`src/rtl/ff_chain_pkg.sv`:
```
// Shared helpers for the ff_chain delay line: fill-counter sizing and LA tap slicing.
package ff_chain_pkg;

  localparam int unsigned LA_TAP_LSB0 = 0;

  function automatic int fill_cnt_w(input int depth);
    int w;
    w = $clog2(depth + 1);
    return (w < 1) ? 1 : w;
  endfunction

  function automatic int la_base(input int stage, input int width);
    return LA_TAP_LSB0 + stage * width;
  endfunction

endpackage

```
`src/rtl/ff_chain_if.sv`:
```
// Data/observability bundle of ff_chain. Macro FF_CHAIN_FREEZE_EN adds the freeze input.
interface ff_chain_if #(
  parameter int WIDTH = 1,
  parameter int DEPTH = 4
);
  logic [WIDTH-1:0]       in;
  logic [DEPTH-1:0]       la_test;
`ifdef FF_CHAIN_FREEZE_EN
  logic                   freeze;
`endif
  logic [WIDTH-1:0]       out;
  logic [DEPTH*WIDTH-1:0] la;
  logic                   armed;
  logic                   fill_done;

  modport master (
    output in, la_test,
`ifdef FF_CHAIN_FREEZE_EN
    output freeze,
`endif
    input  out, la, armed, fill_done
  );

  modport slave (
    input  in, la_test,
`ifdef FF_CHAIN_FREEZE_EN
    input  freeze,
`endif
    output out, la, armed, fill_done
  );
endinterface

```
`src/rtl/ff_chain_stage.sv`:
```
// One WIDTH-bit register stage of the chain, optionally storing the complement, with load enable.
module ff_stage #(
  parameter int WIDTH  = 1,
  parameter bit INVERT = 1'b1
) (
  input  logic             clk,
  input  logic             en,
  input  logic [WIDTH-1:0] d,
  output logic [WIDTH-1:0] q
);

  logic [WIDTH-1:0] q_d, q_q;

  // NOTE: data flops carry no reset; the chain keeps flowing through reset and relies on power-up zero.
  always_comb begin
    q_d = en ? (INVERT ? ~d : d) : q_q;
  end

  // NOTE: sequential state uses non-blocking assignment so every stage samples the pre-edge value.
  always_ff @(posedge clk) begin
    q_q <= q_d;
  end

  assign q = q_q;

endmodule

```
`src/rtl/ff_chain.sv`:
```
// DEPTH-stage, WIDTH-channel delay line with LA taps, power-up gating and fill tracking.
// Optional macro FF_CHAIN_FREEZE_EN adds a freeze input that holds stages and the fill counter.
module ff_chain
  import ff_chain_pkg::*;
#(
  parameter int WIDTH       = 1,
  parameter int DEPTH       = 4,
  parameter bit INVERT      = 1'b1,
  parameter bit INITIAL_LOW = 1'b0
) (
  input  logic        clk,
  input  logic        reset,
  ff_chain_if.slave   bus
);

  localparam int CW = fill_cnt_w(DEPTH);

  logic [WIDTH-1:0] stage_in [DEPTH];
  logic [WIDTH-1:0] stage_q  [DEPTH];
  logic             shift_en;
  logic             armed;
  logic             gate_open;

`ifdef FF_CHAIN_FREEZE_EN
  assign shift_en = ~bus.freeze;
`else
  assign shift_en = 1'b1;
`endif

  for (genvar k = 0; k < DEPTH; k++) begin : g_stage
    if (k == 0) begin : g_head
      assign stage_in[k] = bus.in;
    end else begin : g_link
      assign stage_in[k] = stage_q[k-1];
    end

    ff_stage #(
      .WIDTH  (WIDTH),
      .INVERT (INVERT)
    ) u_stage (
      .clk (clk),
      .en  (shift_en),
      .d   (stage_in[k]),
      .q   (stage_q[k])
    );
  end

  // armed is sticky from the first reset clock; freeze never blocks it.
  if (INITIAL_LOW) begin : g_armed
    logic armed_d, armed_q;
    always_comb begin
      armed_d = armed_q | reset;
    end
    always_ff @(posedge clk) begin
      armed_q <= armed_d;
    end
    assign armed = armed_q;
  end else begin : g_no_armed
    assign armed = 1'b1;
  end

  assign gate_open = armed;

  logic [CW-1:0] cnt_d, cnt_q;

  always_comb begin
    cnt_d = cnt_q;
    if (reset) begin
      cnt_d = '0;
    end else if (shift_en && (cnt_q != CW'(DEPTH))) begin
      cnt_d = cnt_q + 1'b1;
    end
  end

  always_ff @(posedge clk) begin
    cnt_q <= cnt_d;
  end

  logic [DEPTH*WIDTH-1:0] la_d;

  // NOTE: la_d is fully assigned before the loop so no latch is inferred.
  always_comb begin
    la_d = '0;
    if (gate_open) begin
      for (int k = 0; k < DEPTH; k++) begin
        la_d[la_base(k, WIDTH) +: WIDTH] = stage_q[k] | {WIDTH{bus.la_test[k]}};
      end
    end
  end

  assign bus.la        = la_d;
  assign bus.out       = gate_open ? stage_q[DEPTH-1] : '0;
  assign bus.armed     = armed;
  assign bus.fill_done = (cnt_q == CW'(DEPTH));

endmodule
```
`src/flat_wrapper.sv`:
```
// flat-port wrapper written by rule: the top's interface ports become plain ports
module ff_chain_flat import ff_chain_pkg::*;
#(
  parameter int WIDTH       = 1,
  parameter int DEPTH       = 4,
  parameter bit INVERT      = 1'b1,
  parameter bit INITIAL_LOW = 1'b0
)
  (clk, reset, bus_in, bus_la_test, bus_out, bus_la, bus_armed, bus_fill_done);
  ff_chain_if #(.WIDTH(WIDTH), .DEPTH(DEPTH)) bus_i ();
  input  logic clk;
  input  logic reset;
  input wire logic [$bits(bus_i.in)-1:0] bus_in;
  input wire logic [$bits(bus_i.la_test)-1:0] bus_la_test;
  output wire logic [$bits(bus_i.out)-1:0] bus_out;
  output wire logic [$bits(bus_i.la)-1:0] bus_la;
  output wire logic [$bits(bus_i.armed)-1:0] bus_armed;
  output wire logic [$bits(bus_i.fill_done)-1:0] bus_fill_done;
  assign bus_i.in = bus_in;
  assign bus_i.la_test = bus_la_test;
  assign bus_out = bus_i.out;
  assign bus_la = bus_i.la;
  assign bus_armed = bus_i.armed;
  assign bus_fill_done = bus_i.fill_done;
  ff_chain #(.WIDTH(WIDTH), .DEPTH(DEPTH), .INVERT(INVERT), .INITIAL_LOW(INITIAL_LOW)) u_core (.clk(clk), .reset(reset), .bus(bus_i));
endmodule
```
`config.mk`:
```
export PLATFORM = sky130hd
export DESIGN_NAME = ff_chain_flat
export DESIGN_NICKNAME = d
export VERILOG_FILES = /design/src/rtl/ff_chain_pkg.sv /design/src/rtl/ff_chain_if.sv /design/src/rtl/ff_chain_stage.sv /design/src/rtl/ff_chain.sv /design/src/flat_wrapper.sv
export SDC_FILE = /design/constraint.sdc
export NUM_CORES = 1
export LEC_CHECK = 0
export ABC_CLOCK_PERIOD_IN_PS = 1140
export BUFFER_PORTS_ARGS = -buffer_cell sky130_fd_sc_hd__buf_2
export CAP_MARGIN = 20
export CORE_AREA = 5 5 42 44
export CTS_BUF_LIST = sky130_fd_sc_hd__clkbuf_4 sky130_fd_sc_hd__clkbuf_8
export CTS_CLUSTER_DIAMETER = 50
export DETAILED_ROUTE_END_ITERATION = 8
export DIE_AREA = 0 0 47 49
export SYNTH_ARGS = -nofsm -noshare
export SYNTH_HDL_FRONTEND = slang
export SYNTH_SLANG_ARGS = --single-unit
export TNS_END_PERCENT = 20
```
`constraint.sdc`:
```
create_clock -name clk -period 1.14 [get_ports clk]
set_input_delay 0.171 -clock clk [delete_from_list [all_inputs] [get_ports clk]]
set_output_delay 0.171 -clock clk [all_outputs]
set_load 0.1 [all_outputs]
```
==> reports/metrics.cfg <==
[run]
max_cap_violations=0

[worst_setup_path]
arrival_ns=1.07
cp_max_fo=2
rr_startpoint=u_core.cnt_q[1]$_SDFFE_PP0P_
r2r_cells=5
crit_required_ns=0.97
r2r_slack_ns=0.09
rr_endpoint=u_core.cnt_q[1]$_SDFFE_PP0P_
startpoint_type=flop
crit_path_end_kind=output port
crit_type=flop to output port

[clocking]
clk_latency_ns=0.24
root_buffer=clkbuf_4
path_clk_slew_ns=0.05
clock_sinks=7
cts_buffers=3
clock_path_buffers=2
cts_tree=done
h-tree-depth=1

[min_path]
worstHoldStart=bus_in
holdPathEnd=u_core.g_stage[0].u_stage.q$_DFF_P_
hold_depth=2
hp-class=input port to flop

[power]
combPwrFrac_pct=31.6
p_int_uw=521
p_switching_uw=242
p_sw_share_pct=31.7
finalPower_uw=763
seq_power_share_pct=36.8
vdd_ir_drop_max_v=0.000587
power.share.clock_pct=31.6
power.density_nw_per_um2=1520
p_leak_uw=0.000251

[die]
num_io_pins=14
num_rows=14
die_area_um2=2300
die_h_um=49
fp.coreArea_um2=1400
die_w_um=47
start_util_pct=20.9

[yosys]
syn_area_per_cell_um2=9.44
synth_ff_type=dfxtp_1
synth-edff-count=0
seq_area_frac_synth_pct=47.9
ys_warn_count=0
yosys-top-cells-area=dfxtp_1 (48%), ha_1 (8.5%), or2_2 (8.5%)
ys_seq_elements=7
synth_top_area_share_pct=47.9
synth.most_common_cell=dfxtp_1
synth.net_count=40
synth_area_um2=293
synth_top_cell_by_area=dfxtp_1
synth_cell_types=14
synth_commonest_cells=dfxtp_1 (7), inv_1 (6), or2_2 (4)
syn_inst=31
ys_async_sr_fraction_pct=0

[route]
drcViolationCount=0
drt_iter0_drc=1
via_count=231
ant_nets=0
finalWirelength_um=504
wl_per_cell_um=7.75
viasPerCell=3.55
drtPass1Iterations=2

[grt]
grt_overflow_total=0
grt_pass1_vias=197
antenna_found_initial=0
grt_pass1_wl_um=759
grt_max_degree=8
grt_usage_pct=4.80

[layout]
drive_above_1_share_pct=67.3
antenna-diode-count=0
syn2layout_area_growth_pct=71.4
nNetsFinal=59
final_util_pct=35.8
fin_cells=65

[sta]
rsz0062_at_grt=yes
setup_viol=4
finalClockSkew_ns=0.000204
fin_crit_ns=1.24
setup_slack_ns=-0.103
period_share_pct=109
holdWs_ns=0.0725
fmax_mhz=805
hold_viol_final=0
slew_violations=0

[placement]
place.gp.congestion=0.595
hpwl_um=408
dp_cells=59
portBuffers=12

[run_status]
status=finished with violations
violations=setup timing

critical path, stage by stage, from the launching register on:
cell and delay (ns):
dfxtp_2 0.33, inv_2 0.04, ha_4 0.15, and2_4 0.15
buf_12 0.16
worst max-delay path by stage:
stage,start,endpoint,depth (start not counted)
floorplan,u_core.g_stage[3].u_stage.q$_DFF_P_,bus_la[3],1
global placement,u_core.cnt_q[0]$_SDFFE_PP0P_,bus_fill_done,4
detailed placement,u_core.cnt_q[1]$_SDFFE_PP0P_,bus_fill_done,4
CTS,u_core.cnt_q[1]$_SDFFE_PP0P_,bus_fill_done,4
global route,u_core.cnt_q[1]$_SDFFE_PP0P_,bus_fill_done,4
finish,u_core.cnt_q[1]$_SDFFE_PP0P_,bus_fill_done,4
metal layers:
| layer | part of all wire, % | routed length [µm] | vias up | track usage [%] |
|---|---|---|---|---|
| met1 | 44 | 223 | 94 | 5.08 |
| met3 | 8.9 | 45 | 0 | 3.32 |
| met5 | 0 | 0 | - | 0 |
| met2 | 47 | 235 | 8 | 6.79 |
| met4 | 0 | 0 | 0 | 2.76 |
| li1 | - | - | 129 | - |
cell type report:
type / count / area, µm²
Timing Repair Buffer: 15 / 146
Tap cell: 16 / 20.0
Inverter: 6 / 22.5
Clock buffer: 4 / 30.0
Sequential cell: 7 / 144
Fill cell: 152 / 900
Multi-Input combinational cell: 17 / 139
through the flow:
step	cell area (µm²)	TNS [ns]	setup slack (ns)
final	502	-0.208	-0.103
after global routing	502	-0.354	-0.146
after CTS	502	-0.248	-0.114
after detailed placement	423	-0.00382	-0.00382
after global placement	423	0	0.0199
after floorplan	298	-0.0768	-0.0768
state kept, by name, summed over array words and instances, names as in the netlist:
register	cells
u_core.g_stage.u_stage.q	4
u_core.cnt_q	3
logic make-up (layout without fill, tap and decap cells):
kind of cell / Yosys count / after routing / share of synthesized area (%)
fa+ha+maj: 2 / 2 / 8.55
simple gates: 10 / 10 / 22.2
compound gates: 4 / 4 / 9.83
other cells: 1 / 1 / 1.28
buf+inv: 7 / 25 / 10.3
flops: 7 / 7 / 47.9
power by group through the flow:
stage	Clock [µW]	Combinational (µW)	Sequential, µW
finish	241	241	281
global route	271	257	283
detailed placement	0	207	285
CTS	251	244	281
floorplan	0	142	296
global placement	0	205	284
repair_timing:
item                                    CTS  global route
endpoints found under the hold margin     0             0
endpoints found under the setup margin    5             5
resized for setup                        12             0
pin swaps                                 1             0
setup buffers                             2             0
hold buffers                              0             0
placed cells by master (no fill, tap or decap), types with 3 or more instances in the layout:
cell type  synthesis  layout
buf_4              1       3
dfxtp_2            0       3
clkbuf_4           0       4
buf_6              0       3
dfxtp_1            7       4
buf_2              0       6
buf_12             0       3
or2_2              4       3
inv_1              6       4
(Power assumes the default switching activity.)
